## config.mk

```make
export PLATFORM = sky130hd
export DESIGN_NAME = cpu_control_fsm
export DESIGN_NICKNAME = d
export VERILOG_FILES = /design/src/rtl/cpu_control_fsm.sv
export SDC_FILE = /design/constraint.sdc
export NUM_CORES = 1
export LEC_CHECK = 0
export ABC_AREA = 1
export CAP_MARGIN = 10
export CORE_UTILIZATION = 40
export CTS_CLUSTER_SIZE = 40
export DETAILED_ROUTE_END_ITERATION = 10
export PLACE_DENSITY = 0.81
export SETUP_SLACK_MARGIN = 0.1
export SLEW_MARGIN = 10
export SYNTH_ARGS = -nofsm -noshare
export SYNTH_HDL_FRONTEND = slang
export SYNTH_SLANG_ARGS = --single-unit
export TNS_END_PERCENT = 10
```

## constraint.sdc

```tcl
create_clock -name clk -period 1.7 [get_ports clk]
set_input_delay 0.34 -clock clk [delete_from_list [all_inputs] [get_ports clk]]
set_output_delay 0.34 -clock clk [all_outputs]
set_load 0.05 [all_outputs]
```

## src/rtl/cpu_control_fsm.sv

```systemverilog
// Multi-cycle control unit for the 16-bit datapath: fetch/decode/exec/mem/branch sequencing, PC owner.
// ALU/branch/store take MEM_LAT+2 cycles and loads 2*MEM_LAT+3; there is no handshake, only fixed memory latency.
module cpu_control_fsm #(
  parameter int          PC_W     = 16,
  parameter int          MEM_LAT  = 1,
  parameter logic [15:0] RESET_PC = 16'h0000
) (
  input  logic            clk,
  input  logic            reset,
  input  logic [15:0]     mem_rdata,
  input  logic [15:0]     reg_a,
  input  logic [15:0]     reg_b,
  input  logic [4:0]      flags,
  output logic [PC_W-1:0] mem_addr,
  output logic            mem_we,
  output logic            periph_sel,
  output logic [3:0]      reg_rd_a,
  output logic [3:0]      reg_rd_b,
  output logic [3:0]      reg_wr,
  output logic            reg_we,
  output logic            wb_sel,
  output logic [3:0]      alu_opcode,
  output logic            use_imm,
  output logic [15:0]     imm,
  output logic [PC_W-1:0] pc,
  output logic            halted
);

  localparam logic [2:0] S_FETCH  = 3'd0;
  localparam logic [2:0] S_DECODE = 3'd1;
  localparam logic [2:0] S_EXEC   = 3'd2;
  localparam logic [2:0] S_MEM    = 3'd3;
  localparam logic [2:0] S_LDW    = 3'd4;
  localparam logic [2:0] S_WB     = 3'd5;
  localparam logic [2:0] S_BRANCH = 3'd6;
  localparam logic [2:0] S_HALT   = 3'd7;

  localparam logic [3:0] OP_RTYPE  = 4'h0;
  localparam logic [3:0] OP_MEMX   = 4'h4;
  localparam logic [3:0] OP_BCOND  = 4'hC;
  localparam logic [3:0] OP_HALT   = 4'hF;
  localparam logic [3:0] EXT_LOAD  = 4'h0;
  localparam logic [3:0] EXT_STOR  = 4'h4;
  localparam logic [3:0] EXT_JCOND = 4'hC;

  localparam logic [1:0] LAT_LAST = 2'(MEM_LAT - 1);

  logic [2:0]  state;
  logic [1:0]  wait_cnt;
  logic [15:0] ir;

  logic [3:0] op;
  logic [3:0] rd;
  logic [3:0] ext;
  logic [3:0] rs;

  assign op  = ir[15:12];
  assign rd  = ir[11:8];
  assign ext = ir[7:4];
  assign rs  = ir[3:0];

  logic is_rtype;
  logic is_memx;
  logic is_load;
  logic is_stor;
  logic is_jcond;
  logic is_nop;
  logic is_bcond;
  logic is_halt;
  logic is_itype;

  always_comb begin
    is_rtype = (op == OP_RTYPE);
    is_memx  = (op == OP_MEMX);
    is_bcond = (op == OP_BCOND);
    is_halt  = (op == OP_HALT);
    is_load  = is_memx && (ext == EXT_LOAD);
    is_stor  = is_memx && (ext == EXT_STOR);
    is_jcond = is_memx && (ext == EXT_JCOND);
    is_nop   = is_memx && !is_load && !is_stor && !is_jcond;
    is_itype = !(is_rtype || is_memx || is_bcond || is_halt);
  end

  // flags = {C,L,F,Z,N}; the condition code lives in the rd field
  logic cond_true;
  always_comb begin
    cond_true = 1'b0;
    case (rd)
      4'd0:    cond_true =  flags[1];
      4'd1:    cond_true = !flags[1];
      4'd2:    cond_true =  flags[4];
      4'd3:    cond_true = !flags[4];
      4'd4:    cond_true =  flags[3];
      4'd5:    cond_true = !flags[3];
      4'd6:    cond_true =  flags[0];
      4'd7:    cond_true = !flags[0];
      4'd8:    cond_true =  flags[2];
      4'd9:    cond_true = !flags[2];
      4'd14:   cond_true = 1'b1;
      default: cond_true = 1'b0;
    endcase
  end

  logic [PC_W-1:0] pc_inc;
  logic [PC_W-1:0] br_target;
  logic [PC_W-1:0] jmp_target;
  logic            last_wait;

  assign imm        = {{8{ir[7]}}, ir[7:0]};
  assign pc_inc     = pc + PC_W'(1);
  assign br_target  = pc + imm[PC_W-1:0];
  assign jmp_target = reg_b[PC_W-1:0];
  assign last_wait  = (wait_cnt == LAT_LAST);

  always_ff @(posedge clk) begin
    if (reset) begin
      state    <= S_FETCH;
      wait_cnt <= 2'd0;
      ir       <= 16'h0000;
      pc       <= RESET_PC[PC_W-1:0];
    end else begin
      case (state)
        S_FETCH: begin
          if (last_wait) begin
            ir       <= mem_rdata;
            wait_cnt <= 2'd0;
            state    <= S_DECODE;
          end else begin
            wait_cnt <= wait_cnt + 2'd1;
          end
        end
        S_DECODE: begin
          if (is_halt)
            state <= S_HALT;
          else if (is_load || is_stor)
            state <= S_MEM;
          else if (is_bcond || is_jcond)
            state <= S_BRANCH;
          else
            state <= S_EXEC;
        end
        S_EXEC: begin
          pc    <= pc_inc;
          state <= S_FETCH;
        end
        S_MEM: begin
          if (is_stor) begin
            pc    <= pc_inc;
            state <= S_FETCH;
          end else if (last_wait) begin
            wait_cnt <= 2'd0;
            state    <= S_LDW;
          end else begin
            wait_cnt <= wait_cnt + 2'd1;
          end
        end
        // read data for the final MEM address settles on mem_rdata during this cycle
        S_LDW: state <= S_WB;
        S_WB: begin
          pc    <= pc_inc;
          state <= S_FETCH;
        end
        S_BRANCH: begin
          if (cond_true)
            pc <= is_jcond ? jmp_target : br_target;
          else
            pc <= pc_inc;
          state <= S_FETCH;
        end
        S_HALT:  state <= S_HALT;
        default: state <= S_FETCH;
      endcase
    end
  end

  // strobes are masked by reset so a reset landing mid-instruction never pulses a write
  always_comb begin
    mem_addr   = (state == S_MEM) ? reg_b[PC_W-1:0] : pc;
    periph_sel = !reset && (state == S_MEM) && reg_b[PC_W-1];
    mem_we     = !reset && (state == S_MEM) && is_stor && !reg_b[PC_W-1];
    reg_we     = !reset && (((state == S_EXEC) && !is_nop) || (state == S_WB));
    wb_sel     = (state == S_WB);
    halted     = (state == S_HALT);
    use_imm    = is_itype;
    alu_opcode = is_rtype ? ext : op;
    reg_rd_a   = rd;
    reg_rd_b   = rs;
    reg_wr     = rd;
  end

  // store data travels from reg_a straight to the memory port, not through this block
  logic unused_inputs;
  assign unused_inputs = ^{reg_a, reg_b};

endmodule

```

==> results of run 1 <==
[stage by stage]
stage,hold slack (ns),TNS [ns],instance area (um2)
after floorplan,0.451,-0.181,3840
after global placement,0.459,-2.57,5570
after detailed placement,0.492,-3.39,5570
after CTS,0.503,-3.14,6010
after global routing,0.538,-6.04,6270
final,0.501,-2.63,6270
[cell type report]
class	instances	area [um2]	area share [%]
inverters	82	325	5.19
multi-input cells	454	2790	44.5
flip-flops and latches	37	801	12.8
well taps	108	135	2.16
clock inverters	3	20.0	0.319
clock buffers	5	68.8	1.10
repair buffers	189	2130	34.0
[cell usage in the layout, fill, tap and decap left out, drive strengths merged]
master / n
a21oi: 55
a31oi: 2
and2: 3
buf: 151
clkbuf: 5
clkdlybuf4s50: 38
clkinv: 2
dfxtp: 37
fa: 1
ha: 18
inv: 83
nand2: 197
nand3: 53
nand3b: 8
nand4: 4
nor2: 44
nor3: 8
nor4: 1
o211ai: 4
o21ai: 38
o31ai: 1
or2: 3
xnor2: 3
xor2: 11
[cells by family (layout without fill, tap and decap cells)]
| logic type | after synthesis | in the layout |
|---|---|---|
| simple gates | 321 | 321 |
| buf+inv | 124 | 279 |
| flops | 37 | 37 |
| fa+ha+maj | 19 | 19 |
| xor+xnor | 14 | 14 |
| compound gates | 100 | 100 |
[flip-flops by register name (all words and copies together) (netlist names)]
name,flops
state,3
pc,16
wait_cnt,2
ir,16
[metal layers]
layer,vias up,wire length (um)
li1,2254,-
met1,2127,5400
met2,198,6460
met3,31,858
met4,0,382
met5,-,0
[synthesized netlist by cell type]
cell type | number | area [um2]
nand2_2 | 3 | 18.8
a31oi_1 | 2 | 12.5
ha_1 | 18 | 225
inv_2 | 4 | 15.0
a21oi_1 | 49 | 245
o21ai_0 | 35 | 175
nand3_1 | 51 | 255
o21ai_1 | 2 | 10.0
nor4_1 | 1 | 6.26
buf_4 | 29 | 218
o31ai_1 | 1 | 7.51
fa_1 | 1 | 20.0
nor2_4 | 3 | 33.8
dlymetal6s2s_1 | 1 | 12.5
clkbuf_1 | 6 | 22.5
nand3b_1 | 8 | 60.1
xor2_1 | 11 | 96.3
nand3_2 | 2 | 20.0
buf_2 | 2 | 10.0
o21ai_4 | 1 | 16.3
nor2_1 | 33 | 124
or2_2 | 3 | 18.8
buf_6 | 3 | 33.8
xnor2_1 | 3 | 26.3
clkinv_2 | 1 | 5.00
nor2_2 | 8 | 50.1
nor3_1 | 6 | 30.0
nand4_1 | 4 | 25.0
nand2_1 | 192 | 721
inv_1 | 77 | 289
a21oi_2 | 6 | 52.6
dfxtp_1 | 37 | 741
clkbuf_8 | 1 | 13.8
nand2_4 | 2 | 22.5
o211ai_1 | 4 | 30.0
and2_1 | 3 | 18.8
nor3_2 | 2 | 20.0
[worst paths after layout]
check                           cells past startpoint                       end  slack, ns
worst max-delay path                               13       pc[14]$_SDFFE_PP0P_      -0.20
worst min-delay path                                2  wait_cnt[0]$_SDFFE_PP0P_       0.50
worst max register to register                     13       pc[14]$_SDFFE_PP0P_      -0.20
worst min register to register                      2  wait_cnt[0]$_SDFFE_PP0P_       0.50
[critical path: stages (launching register included)]
cell and delay, ns:
dfxtp_4 0.36, ha_4 0.16, fa_2 0.35, nand2_2 0.08, nand2_2 0.06, nand3b_1 0.13, nand2_2 0.11, nand2_2 0.09
nand2_1 0.05, nand2_1 0.07, nand3_2 0.09, nand2_1 0.08, nand2_1 0.07, a21oi_2 0.12
[where the power goes]
part | internal [W] | total (W) | switching, W
registers | 0.00118 | 0.00155 | 0.000364
clock network | 0.000292 | 0.000632 | 0.000340
logic | 0.00339 | 0.00790 | 0.00451
total | 0.00487 | 0.0101 | 0.00522
[what timing repair did]
item / in CTS / in global routing
gates resized for setup: 60 / 49
setup buffers: 18 / 3
pin swaps: 15 / 22
setup endpoints to repair: 51 / 61
==> metrics.txt, run 1 <==
status complete, but fails checks; failing checks design-rule violations, negative setup slack; RSZ-0062 raised after global routing yes; crit path max fanout 3; DRT iter0 DRCs 317; cts hold-fix bufs 0; crit start category flop; grt met3 use 4.08%; fin crit share 112%; Top-Level Pins 125; post-synthesis compound-gate area fraction 14.8%; Total Power 0.0101 W; placed instance count 849; synth-to-layout area growth 69.3%; largest net degree at the start of global routing 27; r2r startpoint pc[0]$_SDFFE_PP0P_; gpl congestion 0.916; Tmin final 1.90 ns; first-pass GRT wire length 20.8 mm; pre-CTS setup slack -0.236 ns; HP Class flop to flop; Starting Density 41.8%; post-synthesis cell type count 37; Worst slew margin 76.5%; CTS Buffer Depth 2; Hold Fails Final Rpt 0; Worst Tran Pin Value 0.349 ns; Crit. Startpoint pc[0]$_SDFFE_PP0P_; final core occ 70.8%; sequential element share of the synthesized area 20.0%; antenna cells 0; Final Setup Violations 36; nets 843; met1 GRT Util 32.2%; number of port buffers 108; initial antenna violation count 0; vias in the first global route 4529; Die X 98.2 um; setup ws final -0.201 ns; P_leak 2.81 nW; share of cells above drive strength 1 39.2%; layout filler cell count 676; Synth Area in Simple Gates 38.5%; fin. max-slew vios 0; main combinational cell family by area after synthesis simple AND/OR/NAND/NOR gates; PD cells 1610 mW/mm2; #FFs+latches synth 37; drc violations 1; M2 GR Usage 47.2%; CP Capture Type flop; CTS root buf clkbuf_8; Worst Skew 0.0120 ns; Core ar. 0.00885 mm2; Mapped Area 0.00370 mm2; drt first pass iters 10; H-tree levels 2; grt total ovfl 0; Worst-path clk slew 0.08 ns; multiplexer area fraction after synthesis 0%; hpwl dp 9.68 mm; synthesized instance count 615; Post-Route WL 13.1 mm; Final ANT Viol Nets 0; die area 0.00964 mm2; net count of the mapped netlist 689; DR WL/cell 14.9 um; via count 4610; max-cap violation count 0; CP arrival 2.13 ns; layer with the highest usage met2; Die Y 98.2 um; Total Routing Usage GR 26.6%; maximum operating frequency 0.526 GHz; XOR/XNOR Fraction of Synth Area 3.31%; Worst EP required 1.92 ns; total CTS buffers 5; min-delay src wait_cnt[0]$_SDFFE_PP0P_; worst IR drop on VDD 0.00134 V; non-filler cells, final 878; row count 34; Avg Inst Size Synth 6.02 um2; Synth Area in Adders 6.63%; CP Class flop to flop; vias per cell 5.25; CTS tree built; Synthesis Warnings 0; TritonCTS Sinks 37; Clock Latency Late Sink 0.30 ns
Power figures use the tool's default switching activity.
==> run 2: changes to the inputs <==
--- a/config.mk
+++ b/config.mk
@@ -10,6 +10,7 @@
 export CORE_UTILIZATION = 40
 export CTS_CLUSTER_SIZE = 40
 export DETAILED_ROUTE_END_ITERATION = 10
+export GPL_ROUTABILITY_DRIVEN = 0
 export PLACE_DENSITY = 0.81
 export SETUP_SLACK_MARGIN = 0.1
 export SLEW_MARGIN = 10
==> run 2 against run 1 <==
The flow still finishes with violations (design-rule violations, negative setup slack); global-route usage up 2.4 points; worst setup slack lost 0.063 ns; count of clock-buffer cells in the layout grew 2; largest cell class unchanged; largest power group unchanged; non-clock buffer count down 7; highest routed layer unchanged; via count rose by 8.6%; sequential power down 3%; critical path depth down 5; first-iteration DRC count up 80%; wire length increased by 16%; clock power is 13% higher; register-to-register slack worse by 0.05 ns; worst hold slack about the same.
==> metrics.txt, run 2 (synthesized netlist as in run 1, its figures left out) <==
cts hold-fix bufs 0; initial antenna violation count 0; Post-Route WL 15.2 mm; largest net degree at the start of global routing 29; Final Setup Violations 38; PD cells 1590 mW/mm2; WP depth 8; Top delay family on crit path buffers and inverters; biggest regs ir (16), pc (16), state (3); Final ANT Viol Nets 0; max incr delay on CP 0.36 ns; P_leak 2.81 nW; setup TNS -4.65 ns; via count 5006; setup ws final -0.265 ns; hold-critical path endpoint wait_cnt[1]$_SDFFE_PP0P_; total CTS buffers 5; row count 34; Clock Latency Late Sink 0.30 ns; Hold Fails Final Rpt 0; status complete, but fails checks; Worst EP required 1.36 ns; die area 0.00964 mm2; min-delay src wait_cnt[1]$_SDFFE_PP0P_; commonest non-fill, non-tap cell in the layout nand2_1; Internal 0.00480 W; maximum operating frequency 0.509 GHz; Die X 98.2 um; Worst slew margin 74.9%; CTS Buffer Depth 2; drt first pass iters 10; max-cap violation count 0; Top-Level Pins 125; drc violations 4; crit start category flop; Total Routing Usage GR 29.0%; grt total ovfl 0; fin. max-slew vios 0; Seq pwr share 15.1%; Core ar. 0.00885 mm2; Sw Ratio 52.2%; Worst-path clk slew 0.08 ns; TritonCTS Sinks 37; Worst Skew 0.00995 ns; CTS root buf clkbuf_8; fin crit share 116%; Starting Density 41.8%; CP max stage cell dfxtp_4; number of port buffers 108; Die Y 98.2 um; RSZ-0062 raised after global routing yes; worst IR drop on VDD 0.00133 V; share of cells above drive strength 1 37.6%; CP Class flop to output pin; Tmin final 1.96 ns; failing checks design-rule violations, negative setup slack; pre-CTS setup slack -0.261 ns; worst r2r dst pc[8]$_SDFFE_PP0P_; DR WL/cell 17.4 um; CP Capture Type output pin; crit path max fanout 6; crit path buf inv count 3; hold path cells 2; Clock Power Share 7.1%; FF-to-FF path depth 11; r2r startpoint pc[0]$_SDFFE_PP0P_; vias in the first global route 4897; CTS tree built; Worst Tran Pin Value 0.375 ns; antenna cells 0; FF-to-FF setup slack -0.25 ns; Crit. Startpoint ir[7]$_SDFFE_PP0P_; CP arrival 1.62 ns; vias per cell 5.75; commonest non-fill, non-tap cells in the layout nand2_1, buf_4, inv_1; sw power 0.00524 W; DRT iter0 DRCs 572; layout filler cell count 587; first-pass GRT wire length 22.7 mm; synth-to-layout area growth 70.3%; H-tree levels 2; HP Class flop to flop; combinational power share 77.8%; hpwl dp 9.59 mm; nets 836; CP cell instances buf_8, buf_6, nor2_4, nor2_1, nand2_1, nand3_2, a21oi_4, buf_12
run 2: cell types whose count changed in the layout (fill, tap and decap cells not counted), sizes merged:
cell,change
buf,-7
clkbuf,+2
clkdlybuf4s50,-1
clkinv,-1
dlygate4sd2,+1
inv,-1
run 2: layer usage:
layer / part of all wire [%] / up-vias / GRT usage, % / wire (um)
met5: 0 / - / 0 / 0
met4: 6.1 / 0 / 14.5 / 920
met3: 9.8 / 117 / 4.58 / 1490
met2: 48 / 378 / 52.8 / 7320
met1: 36 / 2277 / 32.8 / 5440
li1: - / 2234 / - / -
run 2: area by class of cell:
class | instances | area, um2 | area share (%)
multi-input cells | 454 | 2820 | 44.7
repair buffers | 182 | 2130 | 33.8
flip-flops and latches | 37 | 796 | 12.6
inverters | 82 | 320 | 5.08
well taps | 108 | 135 | 2.14
clock buffers | 7 | 97.6 | 1.55
clock inverters | 1 | 8.76 | 0.139
run 2: power groups by stage:
stage / clock, W / combinational (W) / sequential [W]
detailed placement: 0 / 0.00678 / 0.00146
finish: 0.000714 / 0.00781 / 0.00151
global placement: 0 / 0.00660 / 0.00145
floorplan: 0 / 0.00422 / 0.00156
global route: 0.000755 / 0.00820 / 0.00153
CTS: 0.000715 / 0.00718 / 0.00149
run 2: how the worst max path moves through the flow:
stage	slack, ns	end
2_1_floorplan	-0.06	pc[8]$_SDFFE_PP0P_
3_3_place_gp	-0.17	pc[13]$_SDFFE_PP0P_
3_5_place_dp	-0.26	pc[8]$_SDFFE_PP0P_
4_1_cts	-0.21	mem_we
5_1_grt	-0.37	pc[11]$_SDFFE_PP0P_
6_report	-0.26	reg_we
run 2: repair_timing:
action / in CTS / in global routing
resized for setup: 67 / 47
setup endpoints to repair: 51 / 72
pin swaps: 14 / 18
buffers inserted: 10 / 6
gates cloned: 3 / 0
run 2: stage by stage:
step	hold WS, ns	cell area, um2	total power, W	util (%)	std cells
finish	0.501	6300	0.0100	71.2	871
global route	0.529	6300	0.0105	71.2	871
CTS	0.490	6020	0.00939	68.0	865
detailed placement	0.477	5530	0.00824	62.5	844
global placement	0.458	5530	0.00805	62.5	844
floorplan	0.451	3840	0.00578	-	615
run 2: tightest hold or removal path: stages, from the launching register on:
cell and delay [ns]:
dfxtp_1 0.33, inv_1 0.07, a21oi_1 0.06
